**config.mk**
```make
export PLATFORM = sky130hd
export DESIGN_NAME = proc_in_fifo
export DESIGN_NICKNAME = d
export VERILOG_FILES = /design/src/rtl/proc_in_fifo_pkg.sv /design/src/rtl/fifo_ram.sv /design/src/rtl/proc_in_fifo.sv
export SDC_FILE = /design/constraint.sdc
export NUM_CORES = 1
export LEC_CHECK = 0
export BUFFER_PORTS_ARGS = -buffer_cell sky130_fd_sc_hd__buf_2
export CORE_UTILIZATION = 30
export DETAILED_ROUTE_END_ITERATION = 8
export PLACE_DENSITY = 0.55
export SLEW_MARGIN = 20
export SYNTH_ARGS = -nofsm -noshare
export SYNTH_HDL_FRONTEND = slang
export SYNTH_HIERARCHICAL = 1
export SYNTH_SLANG_ARGS = --single-unit
```
**constraint.sdc**
```tcl
create_clock -name clk -period 3.2 [get_ports clk]
set_clock_uncertainty 0.1 [all_clocks]
set_input_delay 0.96 -clock clk [delete_from_list [all_inputs] [get_ports clk]]
set_output_delay 0.96 -clock clk [all_outputs]
set_load 0.03 [all_outputs]
```
**src/rtl/proc_in_fifo_pkg.sv**
```systemverilog
// Shared definitions for the processor input-port FIFO.
// Holds the status word bit positions and the read-request decode.
package proc_in_fifo_pkg;

    // Status word bit positions, also used by the firmware library
    localparam int ST_EMPTY = 0;
    localparam int ST_FULL  = 1;
    localparam int ST_UDF   = 2;
    localparam int ST_CNT   = 3;

    typedef enum logic [1:0] {
        RD_NONE  = 2'd0,
        RD_DATA  = 2'd1,
        RD_STAT  = 2'd2,
        RD_OTHER = 2'd3
    } rd_kind_e;

    function automatic rd_kind_e decode_read(input logic req,
                                             input logic is_data,
                                             input logic is_stat);
        if (!req)        return RD_NONE;
        else if (is_data) return RD_DATA;
        else if (is_stat) return RD_STAT;
        else              return RD_OTHER;
    endfunction

endpackage

```
**src/rtl/fifo_ram.sv**
```systemverilog
// Storage array for the input FIFO: synchronous write, asynchronous read.
module fifo_ram #(
    parameter int NUBITS = 16,
    parameter int FDEPTH = 8,
    parameter int AW     = 3
) (
    input  logic              clk,
    input  logic              we,
    input  logic [AW-1:0]     waddr,
    input  logic [NUBITS-1:0] wdata,
    input  logic [AW-1:0]     raddr,
    output logic [NUBITS-1:0] rdata
);

    logic [NUBITS-1:0] mem [FDEPTH];

    // NOTE: the array has no reset; pointers and count define which entries are valid.
    always_ff @(posedge clk) begin
        if (we) mem[waddr] <= wdata;
    end

    assign rdata = mem[raddr];

endmodule

```
**src/rtl/proc_in_fifo.sv**
```systemverilog
// Input-port buffer between an external valid/ready producer and the processor's
// io_in/addr_in/req_in read port, with a level interrupt on a fill threshold.
module proc_in_fifo
    import proc_in_fifo_pkg::*;
#(
    parameter int NUBITS = 16,
    parameter int NBIOIN = 2,
    parameter int FDEPTH = 8,
    parameter int PDATA  = 0,
    parameter int PSTAT  = 1,
    parameter int ITHRES = 1
) (
    input  logic              clk,
    input  logic              rst,
    input  logic [NUBITS-1:0] s_data,
    input  logic              s_valid,
    output logic              s_ready,
    input  logic [NBIOIN-1:0] addr_in,
    input  logic              req_in,
    output logic [NUBITS-1:0] io_in,
    output logic              itr
);

    localparam int AW = (FDEPTH > 1) ? $clog2(FDEPTH) : 1;
    localparam int CW = $clog2(FDEPTH + 1);

    localparam logic [CW-1:0]     FULL_CNT   = CW'(FDEPTH);
    localparam logic [CW-1:0]     ITHRES_CNT = CW'(ITHRES);
    localparam logic [NBIOIN-1:0] ADDR_DATA  = NBIOIN'(PDATA);
    localparam logic [NBIOIN-1:0] ADDR_STAT  = NBIOIN'(PSTAT);

    logic [AW-1:0]     wptr;
    logic [AW-1:0]     rptr;
    logic [CW-1:0]     count;
    logic [CW-1:0]     count_nxt;
    logic              underflow;
    logic              push;
    logic              pop;
    logic [NUBITS-1:0] rd_word;
    logic [NUBITS-1:0] status;
    rd_kind_e          rd_kind;

    fifo_ram #(
        .NUBITS (NUBITS),
        .FDEPTH (FDEPTH),
        .AW     (AW)
    ) u_ram (
        .clk   (clk),
        .we    (push),
        .waddr (wptr),
        .wdata (s_data),
        .raddr (rptr),
        .rdata (rd_word)
    );

    // NOTE: every variable driven here gets a default first so no latch is inferred.
    always_comb begin
        rd_kind   = decode_read(req_in, addr_in == ADDR_DATA, addr_in == ADDR_STAT);
        push      = s_valid && s_ready;
        pop       = (rd_kind == RD_DATA) && (count != '0);
        count_nxt = count + CW'(push) - CW'(pop);
    end

    // Status reflects the state before this cycle's push/pop
    always_comb begin
        status                = '0;
        status[ST_EMPTY]      = (count == '0);
        status[ST_FULL]       = (count == FULL_CNT);
        status[ST_UDF]        = underflow;
        status[ST_CNT +: CW]  = count;
    end

    // NOTE: sequential state uses non-blocking assignments so all registers update together.
    always_ff @(posedge clk or negedge rst) begin
        if (!rst) begin
            wptr      <= '0;
            rptr      <= '0;
            count     <= '0;
            s_ready   <= 1'b1;
            itr       <= 1'b0;
            io_in     <= '0;
            underflow <= 1'b0;
        end else begin
            count   <= count_nxt;
            s_ready <= (count_nxt != FULL_CNT);
            itr     <= (count_nxt >= ITHRES_CNT);

            if (push) wptr <= wptr + AW'(1);
            if (pop)  rptr <= rptr + AW'(1);

            case (rd_kind)
                RD_DATA: begin
                    io_in <= pop ? rd_word : '0;
                    if (!pop) underflow <= 1'b1;
                end
                RD_STAT: begin
                    io_in     <= status;
                    underflow <= 1'b0;
                end
                RD_OTHER: io_in <= '0;
                default: ;
            endcase
        end
    end

endmodule

```
==> impl_metrics.csv, run 1 <==
group,metric,value,unit
cts,post_cts_buffers,0,
cts,clk_pin_slew,60,ps
logic_synthesis,synth_seq_cells,157,
hold_path,hold_path.class,"flop to flop",
worst_setup_path,slowest_stage,"fa_1",
cts,cts_tree,"built",
timing,maxSlewViolCount,0,
cells_and_area,fin_nets,400,
cells_and_area,post-route-util,0.367,
global_route,met1_usage,0.158,
route,wl_per_cell,18.5,µm
logic_synthesis,synth_top_area_frac,0.611,
worst_setup_path,cp_cell_sequence,"inv_1 > ha_1 > or3b_1 > and2_4 > ha_1 > inv_1 > ha_1 > inv_1 > fa_1 > inv_1 > nor4b_2 > mux2i_1",
placed_design,dp.cells,620,
global_route,grt_pass1_wl,18600,µm
route,firstDrtPassIters,4,
hold_path,hold_depth,1,
worst_setup_path,timing.rr.start,"count[2]$_DFF_PN0_",
die,die_h,147,µm
worst_setup_path,required,3390,ps
outcome,status,"completed",
hold_path,whs_endpoint,"io_in[15]$_DFFE_PN0P_",
global_route,grt_busiest_layer,"met2",
worst_setup_path,reg2regPathDepth,12,
global_route,met2_usage,0.193,
die,dieWidth,147,µm
global_route,grt_overflow_total,0,
logic_synthesis,ys_types,37,
worst_setup_path,crit_buf_inv,4,
timing,rsz0062_at_grt,"false",
placed_design,hpwl,7210,µm
route,viasPerCell,4.59,
logic_synthesis,ys.flop_type,"edfxtp_1",
worst_setup_path,critPathMostFrequentCell,"inv_1",
cells_and_area,drive_above_1_share,0.304,
placed_design,routabilityCongestion,0.745,
run,drv_cap,0,
logic_synthesis,async_flop_share,0.185,
logic_synthesis,yosysTopAreaCell,"edfxtp_1",
route,drc,0,
power_and_ir_drop,p_per_area,870,mW/mm²
worst_setup_path,path_class,"flop to flop",
cells_and_area,fill_cells,1879,
cts,numCtsBuffers,17,
hold_path,hold_start,"io_in[15]$_DFFE_PN0P_",
cells_and_area,antenna_cells,0,
timing,post-route-period-util,0.913,
die,dieArea,0.0215,mm²
logic_synthesis,yosysMostFrequentCell,"edfxtp_1",
timing,fin_crit,2920,ps
die,rows,52,
power_and_ir_drop,power_leakage,2.70,nW
route,vias,2995,
cts,clockBufferDepth,2,
placed_design,portBuffers,39,
worst_setup_path,arrival,3110,ps
die,initial_utilization,0.309,
timing,fin_ws,278,ps
cts,cts-root-buf,"clkbuf_16",
worst_setup_path,crit_family,"adder cells",
route,drt_iter0_drc,225,
route,drt-total-wl,12100,µm
cts,cts_resized,0,
route,ant_nets,0,
worst_setup_path,r2r_setup_slack,280,ps
cells_and_area,synthToLayoutAreaGrowth,18.8,%
logic_synthesis,synthTopCellsByArea,"edfxtp_1 61%, mux4_1 12%, dfrtp_1 11%",
logic_synthesis,ys_seq_area_frac,0.727,
global_route,grt_pass1_vias,3123,
logic_synthesis,synth_edf_count,128,
worst_setup_path,rr_endpoint,"itr$_DFF_PN0_",
worst_setup_path,cpPeakStageDelay,480,ps
logic_synthesis,synthCells,307,
logic_synthesis,syn-num-nets,338,
timing,worst_pin_slew,733,ps
global_route,antenna_found_initial,0,
global_route,grt_max_degree,30,
cts,cts_hold_buf,0,
die,core_area,0.0204,mm²
global_route,grt_use_met3,0.0416,
logic_synthesis,syn_area,0.00629,mm²
worst_setup_path,crit_path_end_kind,"flop",
logic_synthesis,synthTopCellsByCount,"128 x edfxtp_1, 28 x dfrtp_1, 28 x mux4_1, 17 x mux2_2, 14 x nor2_1",
timing,final_hold_viol_count,0,
cts,cts_sinks,157,
cts,clock_latency,420,ps
cells_and_area,final_cells,652,
global_route,track_usage,0.123,
timing,finalSetupViolations,0,
die,ios,40,
worst_setup_path,cp_max_fo,3,
logic_synthesis,synth.avg_cell_area,20.5,µm²
timing,final.setup.tns,0,ps
worst_setup_path,cp-start-kind,"flop",
placed_design,place_ws,-145,ps
timing,relSlewSlack,0.511,
cts,htree_levels,4,
timing,fmax,342,MHz
power_and_ir_drop,vdd_drop_max,0.000389,V
logic_synthesis,yosys_warnings,6,
-- placed cells by master (no fill, tap or decap), types with 2 or more instances in the layout --
cell / netlist / final
xor2_1: 2 / 2
a32oi_1: 5 / 5
nand2b_1: 3 / 3
a21oi_1: 7 / 7
inv_1: 10 / 10
clkinv_4: 0 / 3
nand2_1: 4 / 4
buf_4: 0 / 18
mux4_1: 28 / 28
a22o_1: 9 / 9
edfxtp_1: 128 / 128
mux2i_1: 2 / 2
mux4_2: 4 / 4
bufinv_16: 0 / 2
nor2_1: 14 / 14
mux2_2: 17 / 17
clkinvlp_4: 0 / 5
clkbuf_16: 0 / 17
nand3_1: 3 / 3
buf_2: 1 / 39
nor3_2: 0 / 2
ha_1: 8 / 8
xnor2_1: 4 / 4
dfrtp_1: 28 / 28
-- flip-flops by register name, summed over array words and instances, names as in the netlist --
name and cells:
count 4, io_in 16, itr 1, rptr 3, s_ready 1, u_ram/mem 128
underflow 1, wptr 3
-- routing by layer --
metal  up-vias  part of all wire
li1       1382                 -
met1      1526              0.44
met2        75              0.49
met3        12             0.056
met4         0             0.011
met5         -                 0
-- worst max-delay path by stage --
| stage | from | endpoint | cells after the start |
|---|---|---|---|
| after CTS | count[2]$_DFF_PN0_ | itr$_DFF_PN0_ | 12 |
| final | count[2]$_DFF_PN0_ | itr$_DFF_PN0_ | 12 |
| after floorplan | addr_in[0] | itr$_DFF_PN0_ | 11 |
| after global placement | addr_in[0] | itr$_DFF_PN0_ | 11 |
| after detailed placement | addr_in[0] | itr$_DFF_PN0_ | 11 |
| after global routing | count[2]$_DFF_PN0_ | itr$_DFF_PN0_ | 12 |
-- logic make-up after synthesis --
kind of cell               synth area share
DFF                                   0.727
and+or+nand+nor                      0.0277
buffers and inverters                0.0207
adders and majority gates            0.0191
AOI/OAI and AO/OA                    0.0299
muxes                                 0.167
xor gates and xnor gates            0.00836
-- power by group --
part,switching (mW),internal (mW)
logic,0.910,0.843
registers,0.203,2.59
clock network,0.788,1.17
-- layout make-up --
cell class	instances	area, µm²	share of cell area
clock buffer	19	443	0.0593
tap	270	338	0.0452
multi-input combinational	126	1610	0.215
sequential	157	4570	0.612
timing repair buffer	57	330	0.0442
clock inverter	13	141	0.0189
inverter	10	37.5	0.00503
-- stage by stage --
stage	total power, mW	cell area [µm²]	hold slack, ps
after floorplan	4.07	6290	358
after detailed placement	4.60	6870	383
final	6.50	7470	399
after CTS	6.59	7460	404
after global placement	4.55	6870	374
after global routing	6.85	7470	428
No activity file was read; power rests on OpenSTA's default activity.
==> run 2, diff against run 1 <==
Settings changed: ABC_AREA from default to 1.
==> run 2 against run 1 <==
Combinational power increased by 38%. Hold slack got worse by 18 ps. Cell area increased by 9.5%. Total power increased by 8.7%. Routed wire length increased by 23%. Critical path depth increased by 3. Synthesized cell count increased by 140%. Global-route usage increased by 0.94 points. Largest cell class unchanged.
==> impl_metrics.csv, run 2 <==
group,metric,value,unit
outcome,status,"completed",
logic_synthesis,synthTopCellsByCount,"259 x nand2_1, 162 x inv_1, 128 x edfxtp_1, 86 x nand3_1, 28 x dfrtp_1",
logic_synthesis,yosys_warnings,6,
route,viasPerCell,4.18,
die,core_area,0.0229,mm²
logic_synthesis,synth_top_area_frac,0.542,
global_route,antenna_found_initial,1,
global_route,grt_pass1_vias,4387,
route,drc,0,
hold_path,hold_start,"io_in[8]$_DFFE_PN0P_",
timing,post-route-period-util,0.823,
route,drt_iter0_drc,405,
cts,cts_hold_buf,0,
cells_and_area,synthToLayoutAreaGrowth,15.3,%
worst_setup_path,cp_max_fo,2,
route,vias,4628,
timing,relSlewSlack,0.493,
logic_synthesis,syn_area,0.00710,mm²
die,dieArea,0.0243,mm²
die,dieWidth,156,µm
cells_and_area,drive_above_1_share,0.122,
placed_design,hpwl,8570,µm
cells_and_area,reg_top3,"u_ram/mem x128, io_in x16, count x4",
cts,clock_latency,420,ps
placed_design,portBuffers,39,
logic_synthesis,synthTopCellsByArea,"edfxtp_1 54%, nand2_1 14%, dfrtp_1 9.9%",
logic_synthesis,ys_seq_area_frac,0.644,
timing,maxSlewViolCount,0,
global_route,grt_overflow_total,0,
cells_and_area,multi_input_area,0.00171,mm²
worst_setup_path,arrival,2840,ps
cts,clockBufferDepth,2,
cells_and_area,final_common_cell,"nand2_1",
worst_setup_path,required,3410,ps
hold_path,whs_endpoint,"io_in[8]$_DFFE_PN0P_",
timing,finalSetupViolations,0,
timing,fin_crit,2630,ps
worst_setup_path,r2r_setup_slack,620,ps
logic_synthesis,ys.flop_type,"edfxtp_1",
cts,cts-root-buf,"clkbuf_16",
cells_and_area,fill_cells,2299,
logic_synthesis,syn-num-nets,763,
hold_path,hold_depth,2,
timing,fmax,380,MHz
power_and_ir_drop,vdd_drop_max,0.000374,V
cells_and_area,largest_reg_flops,128,
global_route,grt_pass1_wl,23700,µm
cells_and_area,fin_nets,810,
worst_setup_path,cp_cell_sequence,"buf_2 > inv_1 > nand2_2 > nor2_4 > nand2_2 > inv_1 > ha_1 > inv_1 > ha_1 > inv_1 > fa_1 > inv_1 > or2_1 > nor2_1 > nand3_1",
logic_synthesis,yosysMostFrequentCell,"nand2_1",
global_route,track_usage,0.132,
power_and_ir_drop,totalPowerFinal,7.07,mW
die,ios,40,
cells_and_area,top_register,"u_ram/mem",
timing,rsz0062_at_grt,"false",
cts,post_cts_buffers,0,
run,drv_cap,0,
power_and_ir_drop,power_leakage,3.86,nW
worst_setup_path,rr_endpoint,"itr$_DFF_PN0_",
cts,numCtsBuffers,17,
placed_design,routabilityCongestion,0.773,
cells_and_area,register_area,0.00457,mm²
route,firstDrtPassIters,5,
worst_setup_path,slowest_stage,"fa_1",
hold_path,hold_path.class,"flop to flop",
route,drt-total-wl,14800,µm
cts,cts_tree,"built",
logic_synthesis,synth_seq_cells,157,
logic_synthesis,async_flop_share,0.185,
logic_synthesis,synth.avg_cell_area,9.70,µm²
global_route,grt_max_degree,68,
logic_synthesis,synthCells,732,
cts,cts_resized,0,
die,initial_utilization,0.310,
timing,final_hold_viol_count,0,
logic_synthesis,yosysTopAreaCell,"edfxtp_1",
logic_synthesis,ys_types,24,
worst_setup_path,timing.rr.start,"count[2]$_DFF_PN0_",
worst_setup_path,cp-start-kind,"primary input",
die,die_h,156,µm
cts,clk_pin_slew,60,ps
worst_setup_path,critPathMostFrequentCell,"inv_1",
worst_setup_path,crit_path_end_kind,"flop",
timing,final.setup.tns,0,ps
die,rows,55,
worst_setup_path,reg2regPathDepth,14,
power_and_ir_drop,p_per_area,864,mW/mm²
route,ant_nets,0,
worst_setup_path,cpPeakStageDelay,480,ps
cells_and_area,layout_common_cells,"259 x nand2_1, 162 x inv_1, 128 x edfxtp_1, 86 x nand3_1, 39 x buf_2",
cts,cts_sinks,157,
logic_synthesis,synth_edf_count,128,
cts,htree_levels,4,
worst_setup_path,path_class,"primary input to flop",
timing,worst_pin_slew,760,ps
route,wl_per_cell,13.4,µm
[run 2: cell count changes after synthesis, moves of 13 or more]
cell,before,now
nand2_1,4,259
inv_1,10,162
nand3_1,3,86
mux4_1,28,0
mux2_2,17,0
buf_2,1,14
[run 2: final cells by class]
type,count,share of cell area
Antenna cell,1,0.000306
Inverter,164,0.0753
Multi-Input combinational cell,384,0.209
Sequential cell,157,0.559
Clock inverter,13,0.0151
Tap cell,313,0.0479
Timing Repair Buffer,55,0.0401
Clock buffer,19,0.0529
[run 2: how the worst max path moves through the flow]
stage,cells past startpoint,to,startpoint
after global placement,15,itr$_DFF_PN0_,addr_in[1]
after floorplan,15,itr$_DFF_PN0_,addr_in[1]
after CTS,15,itr$_DFF_PN0_,addr_in[1]
after detailed placement,15,itr$_DFF_PN0_,addr_in[1]
after global routing,15,itr$_DFF_PN0_,addr_in[1]
final,15,itr$_DFF_PN0_,addr_in[1]
[run 2: stage by stage]
step,setup slack (ps),cells,util,hold slack (ps),area (µm²)
after floorplan,222,732,-,365,7100
after CTS,567,1105,0.357,387,8180
after global routing,484,1106,0.357,401,8180
final,567,1106,0.357,381,8180
after detailed placement,132,1073,0.333,372,7620
after global placement,139,1073,0.333,365,7620
[run 2: kinds of logic after synthesis]
| kind of cell | count (synthesis) | synth area share |
|---|---|---|
| buffers and inverters | 191 | 0.115 |
| AOI/OAI and AO/OA | 11 | 0.0109 |
| adders and majority gates | 9 | 0.0169 |
| and+or+nand+nor | 362 | 0.211 |
| xor gates and xnor gates | 2 | 0.00247 |
| DFF | 157 | 0.644 |
[run 2: metal layers]
layer / up-vias / GRT usage / part of all wire
met5: - / 0 / 0
met4: 0 / 0.0556 / 0.013
met3: 14 / 0.0289 / 0.043
met2: 101 / 0.206 / 0.46
met1: 2158 / 0.177 / 0.48
li1: 2355 / - / -
[run 2: critical path, delay by kind of cell]
kind	cells	cell delay, ps
adders and majority gates	3	840
and+or+nand+nor	6	680
buffers and inverters	6	360
[run 2: report_power, final]
part           internal, mW  switching, mW
registers              2.59          0.134
logic                 0.704           1.71
clock network          1.14          0.786
total                  4.43           2.63
